===== config.mk =====
export PLATFORM = sky130hd
export DESIGN_NAME = jtag_cmd_sequencer
export DESIGN_NICKNAME = d
export VERILOG_FILES = /design/src/rtl/jtag_seq_pkg.sv /design/src/rtl/jtag_tck_divider.sv /design/src/rtl/jtag_cmd_sequencer.sv
export SDC_FILE = /design/constraint.sdc
export NUM_CORES = 1
export LEC_CHECK = 0
export ABC_AREA = 1
export BUFFER_PORTS_ARGS = -buffer_cell sky130_fd_sc_hd__clkbuf_2
export CORE_ASPECT_RATIO = 0.8
export CORE_MARGIN = 5
export CORE_UTILIZATION = 35
export DETAILED_ROUTE_END_ITERATION = 6
export PLACE_DENSITY = 0.61
export RECOVER_POWER = 100
export SYNTH_ARGS = -nofsm -noshare
export SYNTH_HDL_FRONTEND = slang
export SYNTH_HIERARCHICAL = 1
export SYNTH_SLANG_ARGS = --single-unit

===== constraint.sdc =====
create_clock -name io_clk -period 2 [get_ports io_clk]
set_clock_uncertainty 0.2 [all_clocks]
set_input_delay 0.2 -clock io_clk [delete_from_list [all_inputs] [get_ports io_clk]]
set_output_delay 0.2 -clock io_clk [all_outputs]
set_load 0.02 [all_outputs]

===== src/rtl/jtag_seq_pkg.sv =====
`default_nettype none
// +----------------------------------------------------------------------------+
// | jtag_seq_pkg : shared types and constants for the JTAG command sequencer   |
// | Revision     : 1.0                                                         |
// +----------------------------------------------------------------------------+
package jtag_seq_pkg;

   localparam int MAX_BITS_DEF  = 16;
   localparam int IDX_W         = 4;
   localparam int TAP_RESET_LEN = 5;

   typedef enum logic [1:0] {
      OP_TMS_SEQ    = 2'd0,
      OP_SHIFT      = 2'd1,
      OP_SHIFT_EXIT = 2'd2,
      OP_TAP_RESET  = 2'd3
   } op_t;

   typedef enum logic [1:0] {
      ST_IDLE = 2'd0,
      ST_LOW  = 2'd1,
      ST_HIGH = 2'd2,
      ST_RSP  = 2'd3
   } state_t;

   typedef struct packed {
      logic tms;
      logic tdi;
   } pins_t;

   // Pin levels for one bit of a command.
   function automatic pins_t bit_pins(input op_t op, input logic data_bit, input logic is_last);
      pins_t p;
      p.tms = 1'b0;
      p.tdi = 1'b0;
      case (op)
         OP_TMS_SEQ:    p.tms = data_bit;
         OP_SHIFT:      p.tdi = data_bit;
         OP_SHIFT_EXIT: begin
            p.tdi = data_bit;
            p.tms = is_last;
         end
         default:       p.tms = 1'b1;
      endcase
      return p;
   endfunction

endpackage
`default_nettype wire


===== src/rtl/jtag_tck_divider.sv =====
`default_nettype none
// +----------------------------------------------------------------------------+
// | jtag_tck_divider : TCK half-period counter, reloaded at each phase start   |
// | Revision         : 1.0                                                     |
// +----------------------------------------------------------------------------+
module jtag_tck_divider #(
   parameter int TICK_DELAY = 10,
   parameter int CW         = $clog2(TICK_DELAY + 1)
) (
   input  logic          clk,
   input  logic          rst,
   input  logic          start,
   output logic [CW-1:0] count,
   output logic          phase_done
);

   localparam logic [CW-1:0] RELOAD = CW'(TICK_DELAY);

   // count runs TICK_DELAY..1 across a phase, then parks at 0.
   always_ff @(posedge clk or posedge rst) begin
      if (rst) begin
         count <= '0;
      end else if (start) begin
         count <= RELOAD;
      end else if (count != '0) begin
         count <= count - CW'(1);
      end
   end

   assign phase_done = (count == CW'(1));

endmodule
`default_nettype wire


===== src/rtl/jtag_cmd_sequencer.sv =====
`default_nettype none
// +----------------------------------------------------------------------------+
// | jtag_cmd_sequencer : valid/ready command stream to TCK/TMS/TDI, TDO capture|
// | Option: JTAG_SEQ_TDO_SYNC_EN adds a two-flop TDO synchronizer.             |
// | Revision           : 1.0                                                   |
// +----------------------------------------------------------------------------+
module jtag_cmd_sequencer
   import jtag_seq_pkg::*;
#(
   parameter int TICK_DELAY = 10,
   parameter int MAX_BITS   = MAX_BITS_DEF
) (
   input  logic                io_clk,
   input  logic                io_reset,
   input  logic                io_cmd_valid,
   output logic                io_cmd_ready,
   input  logic [1:0]          io_cmd_op,
   input  logic [3:0]          io_cmd_len,
   input  logic [MAX_BITS-1:0] io_cmd_data,
   output logic                io_rsp_valid,
   input  logic                io_rsp_ready,
   output logic [MAX_BITS-1:0] io_rsp_data,
   output logic                io_jtag_tck,
   output logic                io_jtag_tms,
   output logic                io_jtag_tdi,
   input  logic                io_jtag_tdo,
   output logic                io_busy
);

   localparam int CW = $clog2(TICK_DELAY + 1);

   state_t              state;
   state_t              next_state;
   op_t                 op;
   logic [MAX_BITS-1:0] data;
   logic [MAX_BITS-1:0] rsp_data;
   logic [IDX_W-1:0]    idx;
   logic [IDX_W-1:0]    last_idx;
   logic [IDX_W-1:0]    idx_nxt;
   logic [IDX_W-1:0]    last_in;
   logic [CW-1:0]       count;
   logic                phase_done;
   logic                accept;
   logic                advance;
   logic                div_start;
   logic                capture_en;
   logic                tdo_s;
   logic                tck;
   logic                tms;
   logic                tdi;
   pins_t               pins_acc;
   pins_t               pins_nxt;

   jtag_tck_divider #(
      .TICK_DELAY (TICK_DELAY),
      .CW         (CW)
   ) u_div (
      .clk        (io_clk),
      .rst        (io_reset),
      .start      (div_start),
      .count      (count),
      .phase_done (phase_done)
   );

`ifdef JTAG_SEQ_TDO_SYNC_EN
   logic [1:0] tdo_sync;

   always_ff @(posedge io_clk or posedge io_reset) begin
      if (io_reset) begin
         tdo_sync <= '0;
      end else begin
         tdo_sync <= {tdo_sync[0], io_jtag_tdo};
      end
   end

   // Two cycles after TCK rises the synchronized TDO reflects the level at the rise.
   assign tdo_s      = tdo_sync[1];
   assign capture_en = (state == ST_HIGH) && (count == CW'(TICK_DELAY - 1));
`else
   // Capture on the edge that registers TCK high, i.e. the last LOW cycle.
   assign tdo_s      = io_jtag_tdo;
   assign capture_en = (state == ST_LOW) && (count == CW'(1));
`endif

   assign last_in  = (op_t'(io_cmd_op) == OP_TAP_RESET) ? IDX_W'(TAP_RESET_LEN - 1) : io_cmd_len;
   assign idx_nxt  = idx + IDX_W'(1);
   assign pins_acc = bit_pins(op_t'(io_cmd_op), io_cmd_data[0], last_in == '0);
   assign pins_nxt = bit_pins(op, data[idx_nxt], idx_nxt == last_idx);

   always_ff @(posedge io_clk or posedge io_reset) begin
      if (io_reset) begin
         state <= ST_IDLE;
      end else begin
         state <= next_state;
      end
   end

   always_comb begin
      next_state   = state;
      accept       = 1'b0;
      advance      = 1'b0;
      div_start    = 1'b0;
      io_cmd_ready = 1'b0;
      io_rsp_valid = 1'b0;
      io_busy      = 1'b1;
      case (state)
         ST_IDLE: begin
            io_cmd_ready = 1'b1;
            io_busy      = 1'b0;
            if (io_cmd_valid) begin
               accept     = 1'b1;
               div_start  = 1'b1;
               next_state = ST_LOW;
            end
         end
         ST_LOW: begin
            if (phase_done) begin
               div_start  = 1'b1;
               next_state = ST_HIGH;
            end
         end
         ST_HIGH: begin
            if (phase_done) begin
               if (idx == last_idx) begin
                  next_state = ST_RSP;
               end else begin
                  advance    = 1'b1;
                  div_start  = 1'b1;
                  next_state = ST_LOW;
               end
            end
         end
         ST_RSP: begin
            io_rsp_valid = 1'b1;
            if (io_rsp_ready) begin
               next_state = ST_IDLE;
            end
         end
         default: next_state = ST_IDLE;
      endcase
   end

   // TMS/TDI change only when a bit starts, so the pins hold their last level while idle.
   always_ff @(posedge io_clk or posedge io_reset) begin
      if (io_reset) begin
         op       <= OP_TMS_SEQ;
         data     <= '0;
         idx      <= '0;
         last_idx <= '0;
         rsp_data <= '0;
         tck      <= 1'b0;
         tms      <= 1'b1;
         tdi      <= 1'b0;
      end else begin
         tck <= (next_state == ST_HIGH);
         if (accept) begin
            op       <= op_t'(io_cmd_op);
            data     <= io_cmd_data;
            idx      <= '0;
            last_idx <= last_in;
            rsp_data <= '0;
            tms      <= pins_acc.tms;
            tdi      <= pins_acc.tdi;
         end else if (advance) begin
            idx <= idx_nxt;
            tms <= pins_nxt.tms;
            tdi <= pins_nxt.tdi;
         end
         if (capture_en && (op != OP_TAP_RESET)) begin
            rsp_data[idx] <= tdo_s;
         end
      end
   end

   assign io_rsp_data = rsp_data;
   assign io_jtag_tck = tck;
   assign io_jtag_tms = tms;
   assign io_jtag_tdi = tdi;

endmodule
`default_nettype wire


==> flow_summary_export.csv <==
group,metric,value,unit
layout,stdcell_area,0.00352,sq mm
min_path,hold_start,"io_rsp_ready",
layout,final_util,45.1,%
floorplan,ios,49,
setup_path,crit_path_cell_trace,"ha_1 > nor3b_1 > nand3_2 > nor2_2 > nand2_1 > nand3_1 > o21ai_1",
layout,drive_gt1_share,16.9,%
global_routing,grt_pass1_wl,11200,microns
drt,wl,6350,microns
global_routing,grt_pass1_vias,2477,
drt,via_count,2444,
synthesis,synth_top_area_share,45.3,%
power_and_ir_drop,combPwrFrac,48.7,%
clock_tree,tritoncts,"done",
power_and_ir_drop,p_int,2.60,mW
clock_tree,cts_root_buffer,"clkbuf_8",
drt,drc,0,
sta,hold_viol,0,
synthesis,yosys_warnings,6,
floorplan,dieArea,0.00978,sq mm
clock_tree,clk_pin_slew_worst_paths,0.09,ns
sta,final.min_clock_period,1.88,ns
clock_tree,cts_buffer_depth,2,
drt,routed-wl-met3,279,microns
placement,place_hpwl,4660,microns
power_and_ir_drop,power_density,1310,mW/mm^2
sta,whs,0.00914,ns
setup_path,crit_slowest_cell,"dfrtp_1",
power_and_ir_drop,leakage,1.70,nW
synthesis,synth_most_common_cell,"nand2_1",
setup_path,cp_max_fo,4,
layout,antennaDiodeCount,0,
floorplan,core_area,0.00780,sq mm
layout,fin_nets,471,
drt,met1_length,3070,microns
min_path,hold_end,"state[0]",
global_routing,overflow,0,
sta,tightest_slew,1.02,ns
setup_path,endpoint_kind,"register",
synthesis,synthCells,349,
drt,ant_nets,0,
setup_path,r2r_start,"op[1]",
setup_path,cpPeakStageDelay,0.42,ns
clock_tree,htree_levels,2,
synthesis,syn_nets,389,
synthesis,synth-async-reset-ratio,100,%
floorplan,die_h,89.4,microns
clock_tree,numCtsBuffers,5,
setup_path,timing.rr.end,"io_rsp_data[10]",
placement,place_worst_setup_slack,0.0863,ns
floorplan,fp.dieW,109,microns
sta,post-route-period-util,94.1,%
setup_path,worstPathArrival,1.86,ns
clock_tree,cts_sinks,51,
setup_path,worstSetupPathType,"reg2reg",
power_and_ir_drop,pwr-share-clk,14.9,%
drt,wl_met2,2890,microns
synthesis,ys_seq_elements,51,
drt,firstDrtPassIters,5,
sta,setup_viol,0,
synthesis,synth_largest_area_cell,"dfrtp_1",
min_path,whs_path_depth,4,
setup_path,ff2ff_path_depth,7,
sta,setup-tns-final,0,ns
global_routing,grt_max_degree,48,
synthesis,netlist_area,0.00276,sq mm
floorplan,num_rows,29,
power_and_ir_drop,vdd_drop_max,0.473,mV
placement,place_area,0.00317,sq mm
placement,port_buffers,48,
drt,routedWlPerCell,11.8,microns
drt,drtIter0Drc,155,
power_and_ir_drop,seqPwrFrac,36.4,%
setup_path,reg2reg_slack,0.12,ns
drt,highest-signal-layer,"met4",
setup_path,critPathLaunchType,"register",
power_and_ir_drop,p_sw,2.02,mW
min_path,hold_class,"in2reg",
sta,max_freq,531,MHz
global_routing,track_usage,14.5,%
synthesis,synth-edff-count,0,
sta,maxSlewViolCount,0,
status,status,"completed",
setup_path,crit_required,1.98,ns
synthesis,yosys-top-cells-count,"nand2_1 (90), dfrtp_1 (50), inv_1 (50)",
floorplan,start_util,35.4,%
synthesis,synth_flop_cell,"dfrtp_1",
synthesis,ys_seq_area_share,46.3,%
power_and_ir_drop,switching_share,43.7,%
synthesis,ys_top_cells_by_area,"dfrtp_1 (45%), nand2_1 (12%), nand3_1 (7.2%), inv_1 (6.8%), ha_1 (5.9%)",
synthesis,synth_cell_types,28,
synthesis,syn_avg_cell_area,7.91,sq um
drt,via_per_inst,4.53,
placement,gp_congestion,0.892,
run,max-cap-violations,0,
global_routing,antenna_found_initial,0,
sta,worst_slack,0.117,ns
sta,rsz0062_at_grt,"true",
sta,slew_headroom,31.8,%
clock_tree,clk_latency,0.30,ns
layout,synthToLayoutAreaGrowth,27.4,%
metal layers:
layer	GRT usage (%)	vias up
met5	0	-
met4	5.32	0
met3	2.45	10
met2	22.9	50
met1	20.1	1118
li1	-	1266
stage by stage:
step / power [mW] / cells
final: 4.62 / 539
after floorplan: 3.28 / 349
after CTS: 4.65 / 536
after detailed placement: 3.91 / 505
after global routing: 5.12 / 539
after global placement: 3.88 / 505
cell type report:
| cell class | instances | area [sq um] |
|---|---|---|
| clock buffer | 5 | 68.8 |
| clock inverter | 2 | 37.5 |
| fill | 803 | 4280 |
| inverter | 52 | 195 |
| multi-input combinational | 236 | 1260 |
| sequential | 51 | 1280 |
| tap | 108 | 135 |
| timing repair buffer | 85 | 538 |
what timing repair did:
item                       CTS  global route
hold buffers                24             0
setup endpoints to repair    0            12
gates resized for setup      0            12
hold endpoints to repair    73             0
buffers inserted             0             3
layout by cell type, fill, tap and decap left out, drive strengths merged:
| cell | instances |
|---|---|
| a21oi | 6 |
| buf | 8 |
| bufinv | 1 |
| clkbuf | 58 |
| clkinv | 1 |
| clkinvlp | 1 |
| dfrtp | 50 |
| dfstp | 1 |
| dlygate4sd3 | 24 |
| ha | 13 |
| inv | 51 |
| nand2 | 95 |
| nand3 | 43 |
| nor2 | 22 |
| nor3 | 1 |
| nor3b | 2 |
| o211ai | 1 |
| o21a | 1 |
| o21ai | 42 |
| o22ai | 3 |
| xnor2 | 2 |
| xor2 | 5 |
worst max path at each step:
| stage | startpoint | end | slack (ns) | cells past startpoint |
|---|---|---|---|---|
| after floorplan | idx[0] | io_jtag_tms | 0.17 | 13 |
| after global placement | idx[1] | io_jtag_tdi | 0.07 | 9 |
| after detailed placement | idx[1] | io_jtag_tms | 0.09 | 11 |
| after CTS | idx[1] | io_jtag_tms | 0.05 | 11 |
| after global routing | op[0] | io_rsp_data[6] | -0.04 | 7 |
| final | op[1] | io_rsp_data[10] | 0.12 | 7 |
flip-flops by register name, indices dropped and copies added (netlist names), 2 cells and up:
name / flops
op: 2
idx: 4
state: 2
u_div/count: 4
data: 16
last_idx: 4
io_rsp_data: 16
power groups by stage:
stage | combinational (mW) | clock [mW] | sequential (mW)
after global placement | 2.18 | 0 | 1.70
final | 2.25 | 0.690 | 1.68
after floorplan | 1.52 | 0 | 1.76
after global routing | 2.62 | 0.762 | 1.74
after CTS | 2.25 | 0.721 | 1.68
after detailed placement | 2.20 | 0 | 1.70
critical path: cells and delay by family (launching register included):
family	cells	cell delay, ns
AOI/OAI and AO/OA	1	0.06
and+or+nand+nor	5	0.85
DFF	1	0.42
adders and majority gates	1	0.23
cell families after synthesis:
group	Yosys count	share of synthesized area (%)
AO/OA/AOI/OAI	53	9.92
adder cells (fa/ha/maj)	13	5.89
XOR/XNOR	7	2.22
flip-flops	51	46.3
buffers and inverters	62	8.93
AND/OR/NAND/NOR	163	26.8
(Power assumes the default switching activity.)
